==> src/rtl/remote_pkg.sv <==
// Shared definitions for the remote key filter.
//   state_t      : debounce FSM states
//   KEY_NONE     : active-low pattern meaning "no key pressed"
//   SYNC_DEPTH   : number of synchronizer flops ahead of the FSM
//   is_single_key: true when exactly one active-low bit is asserted
package remote_pkg;

  typedef enum logic [1:0] {
    IDLE         = 2'd0,
    DEBOUNCE     = 2'd1,
    ACCEPT       = 2'd2,
    WAIT_RELEASE = 2'd3
  } state_t;

  localparam logic [7:0] KEY_NONE   = 8'hFF;
  localparam int         SYNC_DEPTH = 2;

  function automatic logic is_single_key(input logic [7:0] v);
    return $countones(~v) == 1;
  endfunction

endpackage

==> src/rtl/remote_key_filter_if.sv <==
// Key filter bus: raw remote buttons in, accepted key out.
//   in_hex_raw : raw active-low buttons ([7:4] player 1, [3:0] player 2)
//   out_hex    : accepted active-low key, 8'hFF when none
//   out_valid  : high while out_hex carries an accepted key
// master = stimulus/producer side, slave = filter side.
interface remote_key_filter_if;

  logic [7:0] in_hex_raw;
  logic [7:0] out_hex;
  logic       out_valid;

  modport master (output in_hex_raw, input out_hex, input out_valid);
  modport slave  (input in_hex_raw, output out_hex, output out_valid);

endinterface

==> src/rtl/remote_sync2.sv <==
// Multi-flop synchronizer for the asynchronous remote button bus.
// Resets to KEY_NONE so that a reset never looks like a press.
//   clk, rst : clock and synchronous active-high reset
//   d        : asynchronous 8-bit input
//   q        : synchronized output (last flop)
module remote_sync2
  import remote_pkg::*;
(
  input  logic       clk,
  input  logic       rst,
  input  logic [7:0] d,
  output logic [7:0] q
);

  logic [SYNC_DEPTH-1:0][7:0] sync_pipe;

  always_ff @(posedge clk) begin
    if (rst) begin
      sync_pipe <= {SYNC_DEPTH{KEY_NONE}};
    end else begin
      sync_pipe <= {sync_pipe[SYNC_DEPTH-2:0], d};
    end
  end

  assign q = sync_pipe[SYNC_DEPTH-1];

endmodule

==> src/rtl/remote_key_filter.sv <==
// Remote key filter: synchronizes raw active-low buttons, debounces a
// single key press and reports each press exactly once.
//   clk, rst   : clock and synchronous active-high reset
//   bus.slave  : in_hex_raw in, out_hex / out_valid out
// Parameter DEBOUNCE_CYCLES : stable samples required for press and release.
// Macro REMOTE_HOLD_EN : when defined, the accepted key is held on the
// outputs through WAIT_RELEASE until the sample first differs from it;
// otherwise out_valid is a one-cycle pulse.
module remote_key_filter
  import remote_pkg::*;
#(
  parameter int unsigned DEBOUNCE_CYCLES = 16
) (
  input logic               clk,
  input logic               rst,
  remote_key_filter_if.slave bus
);

  localparam logic [15:0] CNT_LAST = 16'(DEBOUNCE_CYCLES - 1);

  logic [7:0]  s;
  state_t      state, state_nxt;
  logic [15:0] cnt, cnt_nxt;
  logic [15:0] rel_cnt, rel_cnt_nxt;
  logic [7:0]  cand, cand_nxt;
  logic [7:0]  out_hex_r, out_hex_nxt;
  logic        out_valid_r, out_valid_nxt;

  remote_sync2 u_sync (
    .clk (clk),
    .rst (rst),
    .d   (bus.in_hex_raw),
    .q   (s)
  );

  always_ff @(posedge clk) begin
    if (rst) begin
      state       <= IDLE;
      cnt         <= '0;
      rel_cnt     <= '0;
      cand        <= KEY_NONE;
      out_hex_r   <= KEY_NONE;
      out_valid_r <= 1'b0;
    end else begin
      state       <= state_nxt;
      cnt         <= cnt_nxt;
      rel_cnt     <= rel_cnt_nxt;
      cand        <= cand_nxt;
      out_hex_r   <= out_hex_nxt;
      out_valid_r <= out_valid_nxt;
    end
  end

  // Outputs are registered: they are loaded on the same edge the FSM
  // enters ACCEPT, so out_valid and state==ACCEPT coincide.
  always_comb begin
    state_nxt     = state;
    cnt_nxt       = cnt;
    rel_cnt_nxt   = rel_cnt;
    cand_nxt      = cand;
    out_hex_nxt   = KEY_NONE;
    out_valid_nxt = 1'b0;

    unique case (state)
      IDLE: begin
        if (is_single_key(s)) begin
          cand_nxt  = s;
          cnt_nxt   = '0;
          state_nxt = DEBOUNCE;
        end else if (s != KEY_NONE) begin
          // Simultaneous presses are never reported; wait for a clean release.
          rel_cnt_nxt = '0;
          state_nxt   = WAIT_RELEASE;
        end
      end

      DEBOUNCE: begin
        if (s == cand) begin
          if (cnt == CNT_LAST) begin
            state_nxt     = ACCEPT;
            out_hex_nxt   = cand;
            out_valid_nxt = 1'b1;
          end else begin
            cnt_nxt = cnt + 16'd1;
          end
        end else begin
          cnt_nxt   = '0;
          state_nxt = IDLE;
        end
      end

      ACCEPT: begin
        rel_cnt_nxt = '0;
        state_nxt   = WAIT_RELEASE;
`ifdef REMOTE_HOLD_EN
        out_hex_nxt   = out_hex_r;
        out_valid_nxt = out_valid_r;
`endif
      end

      WAIT_RELEASE: begin
        if (s == KEY_NONE) begin
          if (rel_cnt == CNT_LAST) begin
            rel_cnt_nxt = '0;
            state_nxt   = IDLE;
          end else begin
            rel_cnt_nxt = rel_cnt + 16'd1;
          end
        end else begin
          rel_cnt_nxt = '0;
        end
`ifdef REMOTE_HOLD_EN
        // Once the sample leaves the accepted key the hold drops for good,
        // because out_valid_r is then 0 and can no longer re-arm it.
        if (out_valid_r && (s == cand)) begin
          out_hex_nxt   = out_hex_r;
          out_valid_nxt = 1'b1;
        end
`endif
      end

      default: state_nxt = IDLE;
    endcase
  end

  assign bus.out_hex   = out_hex_r;
  assign bus.out_valid = out_valid_r;

endmodule

==> src/flat_wrapper.sv <==
// flat-port wrapper written by rule: the top's interface ports become plain ports
module remote_key_filter_flat import remote_pkg::*;
#(
  parameter int unsigned DEBOUNCE_CYCLES = 16
)
  (clk, rst, bus_in_hex_raw, bus_out_hex, bus_out_valid);
  remote_key_filter_if bus_i ();
  input logic clk;
  input logic rst;
  input wire logic [$bits(bus_i.in_hex_raw)-1:0] bus_in_hex_raw;
  output wire logic [$bits(bus_i.out_hex)-1:0] bus_out_hex;
  output wire logic [$bits(bus_i.out_valid)-1:0] bus_out_valid;
  assign bus_i.in_hex_raw = bus_in_hex_raw;
  assign bus_out_hex = bus_i.out_hex;
  assign bus_out_valid = bus_i.out_valid;
  remote_key_filter #(.DEBOUNCE_CYCLES(DEBOUNCE_CYCLES)) u_core (.clk(clk), .rst(rst), .bus(bus_i));
endmodule
==> config.mk <==
export PLATFORM = sky130hd
export DESIGN_NAME = remote_key_filter_flat
export DESIGN_NICKNAME = d
export VERILOG_FILES = /design/src/rtl/remote_pkg.sv /design/src/rtl/remote_key_filter_if.sv /design/src/rtl/remote_sync2.sv /design/src/rtl/remote_key_filter.sv /design/src/flat_wrapper.sv
export SDC_FILE = /design/constraint.sdc
export NUM_CORES = 1
export LEC_CHECK = 0
export CAP_MARGIN = 20
export CORE_MARGIN = 3
export CORE_UTILIZATION = 55
export CTS_BUF_LIST = sky130_fd_sc_hd__clkbuf_16
export CTS_CLUSTER_SIZE = 8
export DETAILED_ROUTE_END_ITERATION = 10
export GPL_TIMING_DRIVEN = 1
export PLACE_DENSITY_LB_ADDON = 0.2
export SKIP_LAST_GASP = 1
export SYNTH_ARGS = -nofsm -noshare
export SYNTH_HDL_FRONTEND = slang
export SYNTH_SLANG_ARGS = --single-unit
==> constraint.sdc <==
create_clock -name clk -period 6.95 [get_ports clk]
set_input_delay 1.7375 -clock clk [delete_from_list [all_inputs] [get_ports clk]]
set_output_delay 1.7375 -clock clk [all_outputs]
set_load 0.02 [all_outputs]
Yosys cells after proc, flatten, opt, wreduce, memory -nomap -nowiden:

Index checks and enable logic that the tools add are counted.

* $add $sub $neg: 9
* equal/unequal tests: 17
* muxes and demuxes: 17
* bitwise gates (word level): 4
* reductions and logical operators: 9

Operators with widths (number)
* two-way mux 16 bit: 7
* adder 32 bit: 3
* case mux 16 bit (3 select lines): 1
* adder 16 x 1 -> 16 bit (second input constant): 2
* equality test 16 x 4 -> 1 bit (second input constant): 2
* equality test 32 x 2 -> 1 bit (second input constant): 1
* case mux 16 bit (2 select lines): 1
* two-way mux 2 bit: 6
* adder 1 x 1 -> 2 bit: 4
* equality test 8 bit: 1
* equality test 8 bit (second input constant): 1
* inequality test 2 x 1 -> 1 bit (second input constant): 4
* inequality test 8 bit (second input constant): 1
* NOT 8 bit: 1
* case mux 2 bit (4 select lines): 1
* inequality test 3 bit (second input constant): 2
* AND reduction 3 bit: 2
* equality test 2 bit (second input constant): 2
* AND reduction 4 bit: 1
* OR reduction 4 bit: 1
* inequality test 3 x 1 -> 1 bit (second input constant): 1
* NOT 1 bit: 3
* nonzero test 3 bit: 1
* OR reduction 3 bit: 1
* other kinds (6): 6

* register bits after elaboration: 67
* bits of input ports: 10
* output and inout port bits: 9
* word-level logic and storage cells: 64

Logic depth before layout (Yosys ltp):

* depth after elaboration: 7
* gate-level depth with buffers: 15
* depth with buffers taken out: 13

Cells and area by module:

A second synthesis with hierarchy kept.

* cells, all modules: 343
* area total of the unflattened synthesis: 3115.5 um^2

Modules (own cells, without submodules)
* remote_key_filter: instances 1, cells each 302, area an instance 2623.8 um^2, sequential area each 1021.0 um^2
* remote_sync2: instances 1, cells each 41, area an instance 491.7 um^2, sequential area each 320.3 um^2

Least setup slack after synthesis:

OpenSTA, ideal clock, no wires.

* kind: register -> register
* from: reg u_core.u_sync.sync_pipe (netlist bit u_core.u_sync.q[0])
* to: reg u_core.cand[0]
* library setup time: 0.130 ns
* arrival time: 3.722 ns
* required time: 6.820 ns
* setup slack: 3.098 ns
* stages on the path, launching flop included: 13
* cells stage by stage: dfxtp_1 -> inv_1 -> ha_1 -> fa_1 -> inv_1 -> fa_1 -> inv_1 -> ha_1 -> fa_1 -> or4b_4 -> nor3_2 -> mux2i_1 -> nand2_1

* longest elaborated chain between the ends: 6

Ends and longest elaborated chain
* from (decl): RTL line remote_sync2.sv:15 `logic [SYNC_DEPTH-1:0][7:0] sync_pipe;`
* from (signal assigned): RTL line remote_sync2.sv:19 `sync_pipe <= {SYNC_DEPTH{KEY_NONE}};`
* from (signal assigned): RTL line remote_sync2.sv:21 `sync_pipe <= {sync_pipe[SYNC_DEPTH-2:0], d};`
* NOT 8 bit: RTL line remote_pkg.sv:19 `return $countones(~v) == 1;`
* adder 1 x 1 -> 2 bit (implied by the code): RTL line remote_pkg.sv:19
* adder 32 bit (implied by the code) (2 in a row): RTL line remote_pkg.sv:19
* equality test 32 x 2 -> 1 bit: RTL line remote_pkg.sv:19
* AND reduction 2 bit (no source line)
* to (signal assigned): RTL line remote_key_filter.sv:48 `cand <= cand_nxt;`
* to (decl): RTL line remote_key_filter.sv:25 `logic [7:0] cand, cand_nxt;`

Parallel ways exist; a longest one is shown, timed or not.
A chain may end at the register's enable or synchronous reset.

Worst setup path in the final report:

* from: reg u_core.u_sync.sync_pipe (netlist bit u_core.u_sync.q[1])
* to: reg u_core.cand[1]

Same word-level chain as after synthesis.

==> flow_metrics.tcl <==
set metrics [dict create \
    ff2ff_path_depth 12 \
    seq_area_sq_um 1341 \
    min_path_type "flip-flop to flip-flop" \
    slowest_stage "nor3_2" \
    fin_util 0.6620 \
    nets 403 \
    viasPerCell 5.586 \
    crit_chain "inv_1 > ha_1 > fa_1 > inv_1 > fa_1 > inv_1 > ha_1 > fa_1 > or4b_4 > nor3_2 > mux2i_1 > nand2_1" \
    hold_violations 0 \
    vias 2536 \
    drv_cap 0 \
    synth_cells 357 \
    yosys_warnings 0 \
    hold_depth 1 \
    numCtsBuffers 9 \
    fmax_ghz 0.2368 \
    area_delta_synth_final_pct 14.70 \
    die_area_sq_um 6802 \
    post-place-ws_ps 2774 \
    total_power_mw 0.9647 \
    outcome "finished, final reports clean" \
    dpl_cell_area_sq_um 3427 \
    grt_max_degree 31 \
    antenna_found_initial 0 \
    insertion_delay_ps 330 \
    die_w_um 82.48 \
    finalSetupViolations 0 \
    cts.clk_slew.worst_paths_ps 50 \
    yosysUniqueCellTypes 52 \
    period_needed_ps 4222 \
    synth_seq_area_share 0.4170 \
    vdd_drop_max_mv 0.1817 \
    die_y_um 82.48 \
    worstPathRequired_ps 7150 \
    fp-row-count 27 \
    path_class "flip-flop to flip-flop" \
    cp.depth 12 \
    layout_common_cells "67 x dfxtp_1, 37 x nand2_1, 27 x inv_1" \
    async_flop_share 0 \
    grt_pass1_vias 2335 \
    layoutNonFillerInstCount 454 \
    crit_path_end_kind "flip-flop" \
    post-route-drc-count 0 \
    cts.sink_count 67 \
    critPathMaxStageDelay_ps 670 \
    cp.buffers_inverters 3 \
    multi_input_area_sq_um 1707 \
    fin_ws_ps 2728 \
    hold_buffers 0 \
    worstMarginPinSlew_ps 914.4 \
    tns_ps 0 \
    critical_path_peak_fanout 8 \
    clk_path_buf_depth 2 \
    cts_resized 0 \
    cp.arrival_ps 4420 \
    synth_fp_nets 383 \
    dr.pass1.iters 4 \
    layout-drive-gt1-share 0.1099 \
    rsz0062_at_grt "no" \
    regToRegSetupSlack_ps 2730 \
    cts_tree "built" \
    design_area_sq_um 3690 \
    layout_commonest_cell "dfxtp_1" \
    io_buffers 18 \
    io_pins 19 \
    place_inst 438 \
    cts-root-buf "clkbuf_16" \
    synth_flop_cell "dfxtp_1" \
    fin_crit_sh 0.6075 \
    final_max_slew_viol_count 0 \
    slew_headroom 0.3888 \
    synth_edf_count 0 \
    p_per_area_nw_per_um2 261.5 \
    cts-htree-levels 3 \
    wl_per_cell_um 14.11 \
    grt_remaining_overflow 0 \
    cp-start-kind "flip-flop" \
    start_util 0.5771 \
    drt.antenna.violating_nets 0 \
    core-area_sq_um 5574 \
    postSynthAreaPerCell_sq_um 9.011 \
    skew_ps 4.830 \
    fillers 457 \
    grt_first_pass_wirelength_um 10730 \
    grt_use_total 0.2089 \
    antennaDiodeCount 0 \
    p_leak_nw 1.436 \
    ys_seq_elements 67 \
    hpwl_um 4485 \
    post_cts_buffers 0 \
    fin_hold_ws_ps 406.7 \
    netlist_area_sq_um 3217 \
    wl_um 6405 \
    first_iter_violations 82 \
    cp_top_family "adder cells" \
    place_congestion 0.8905 \
]
==> state kept, by name, indices dropped and copies added (netlist names) <==
register                 cells
u_core.bus.out_hex           8
u_core.cnt                  16
u_core.state                 2
u_core.bus.out_valid         1
u_core.rel_cnt              16
u_core.u_sync.sync_pipe      8
u_core.cand                  8
u_core.u_sync.q              8
==> synth_stat cells (2+ instances only) <==
master | count | area, sq um
o31a_1 | 2 | 17.52
or2_2 | 19 | 118.9
or2_1 | 9 | 56.30
buf_6 | 2 | 22.52
a22oi_1 | 3 | 22.52
nand4_1 | 12 | 75.07
xnor2_1 | 16 | 140.1
nor4bb_1 | 2 | 20.02
o21a_1 | 3 | 22.52
or4_1 | 2 | 15.01
o21ai_0 | 13 | 65.06
xor2_1 | 6 | 52.55
fa_1 | 4 | 80.08
and3_1 | 7 | 43.79
nor3_1 | 14 | 70.07
nand3_1 | 13 | 65.06
ha_1 | 12 | 150.1
nor4b_1 | 3 | 26.28
inv_1 | 25 | 93.84
nor4_1 | 6 | 37.54
or3_1 | 3 | 18.77
and4_1 | 3 | 26.28
nand2_1 | 37 | 138.9
a32oi_1 | 2 | 17.52
mux2i_1 | 8 | 80.08
dfxtp_1 | 67 | 1341
buf_2 | 3 | 15.01
nor2b_1 | 3 | 18.77
a21oi_1 | 8 | 40.04
clkbuf_1 | 4 | 15.01
nor2_1 | 22 | 82.58
a31oi_1 | 4 | 25.02
==> worst paths after layout <==
path,from,endpoint
setup / recovery,u_core.u_sync.q[1],u_core.cand[1]
hold / removal,u_core.u_sync.sync_pipe[6],u_core.u_sync.q[6]
setup reg to reg,u_core.u_sync.q[1],u_core.cand[1]
hold reg to reg,u_core.u_sync.sync_pipe[6],u_core.u_sync.q[6]
==> cell families (layout without fill, tap and decap cells) <==
family	after synthesis	after routing	share of synthesized area
simple gates	163	163	0.2777
flops	67	67	0.4170
compound gates	45	45	0.09646
buf+inv	36	61	0.05251
xor+xnor	22	22	0.05990
fa+ha+maj	16	16	0.07157
mux	8	8	0.02489
==> cell type report <==
class,count,area share
inverter,25,0.02543
timing repair buffer,20,0.05290
clock buffer,9,0.06104
multi-input combinational,254,0.4625
sequential,67,0.3635
tap,72,0.02442
clock inverter,7,0.01017
==> layer usage <==
layer,track usage,wire [um]
met1,0.2756,3046
met2,0.3245,2995
met3,0.05748,284
met4,0.07807,80
met5,0,0
==> where the power goes <==
group	internal, mW	total (mW)	switching, mW	leakage [nW]
Sequential	0.398	0.416	0.0180	0.545
Clock	0.236	0.395	0.159	0.134
Combinational	0.0596	0.153	0.0933	0.757
Power figures use the tool's default switching activity.
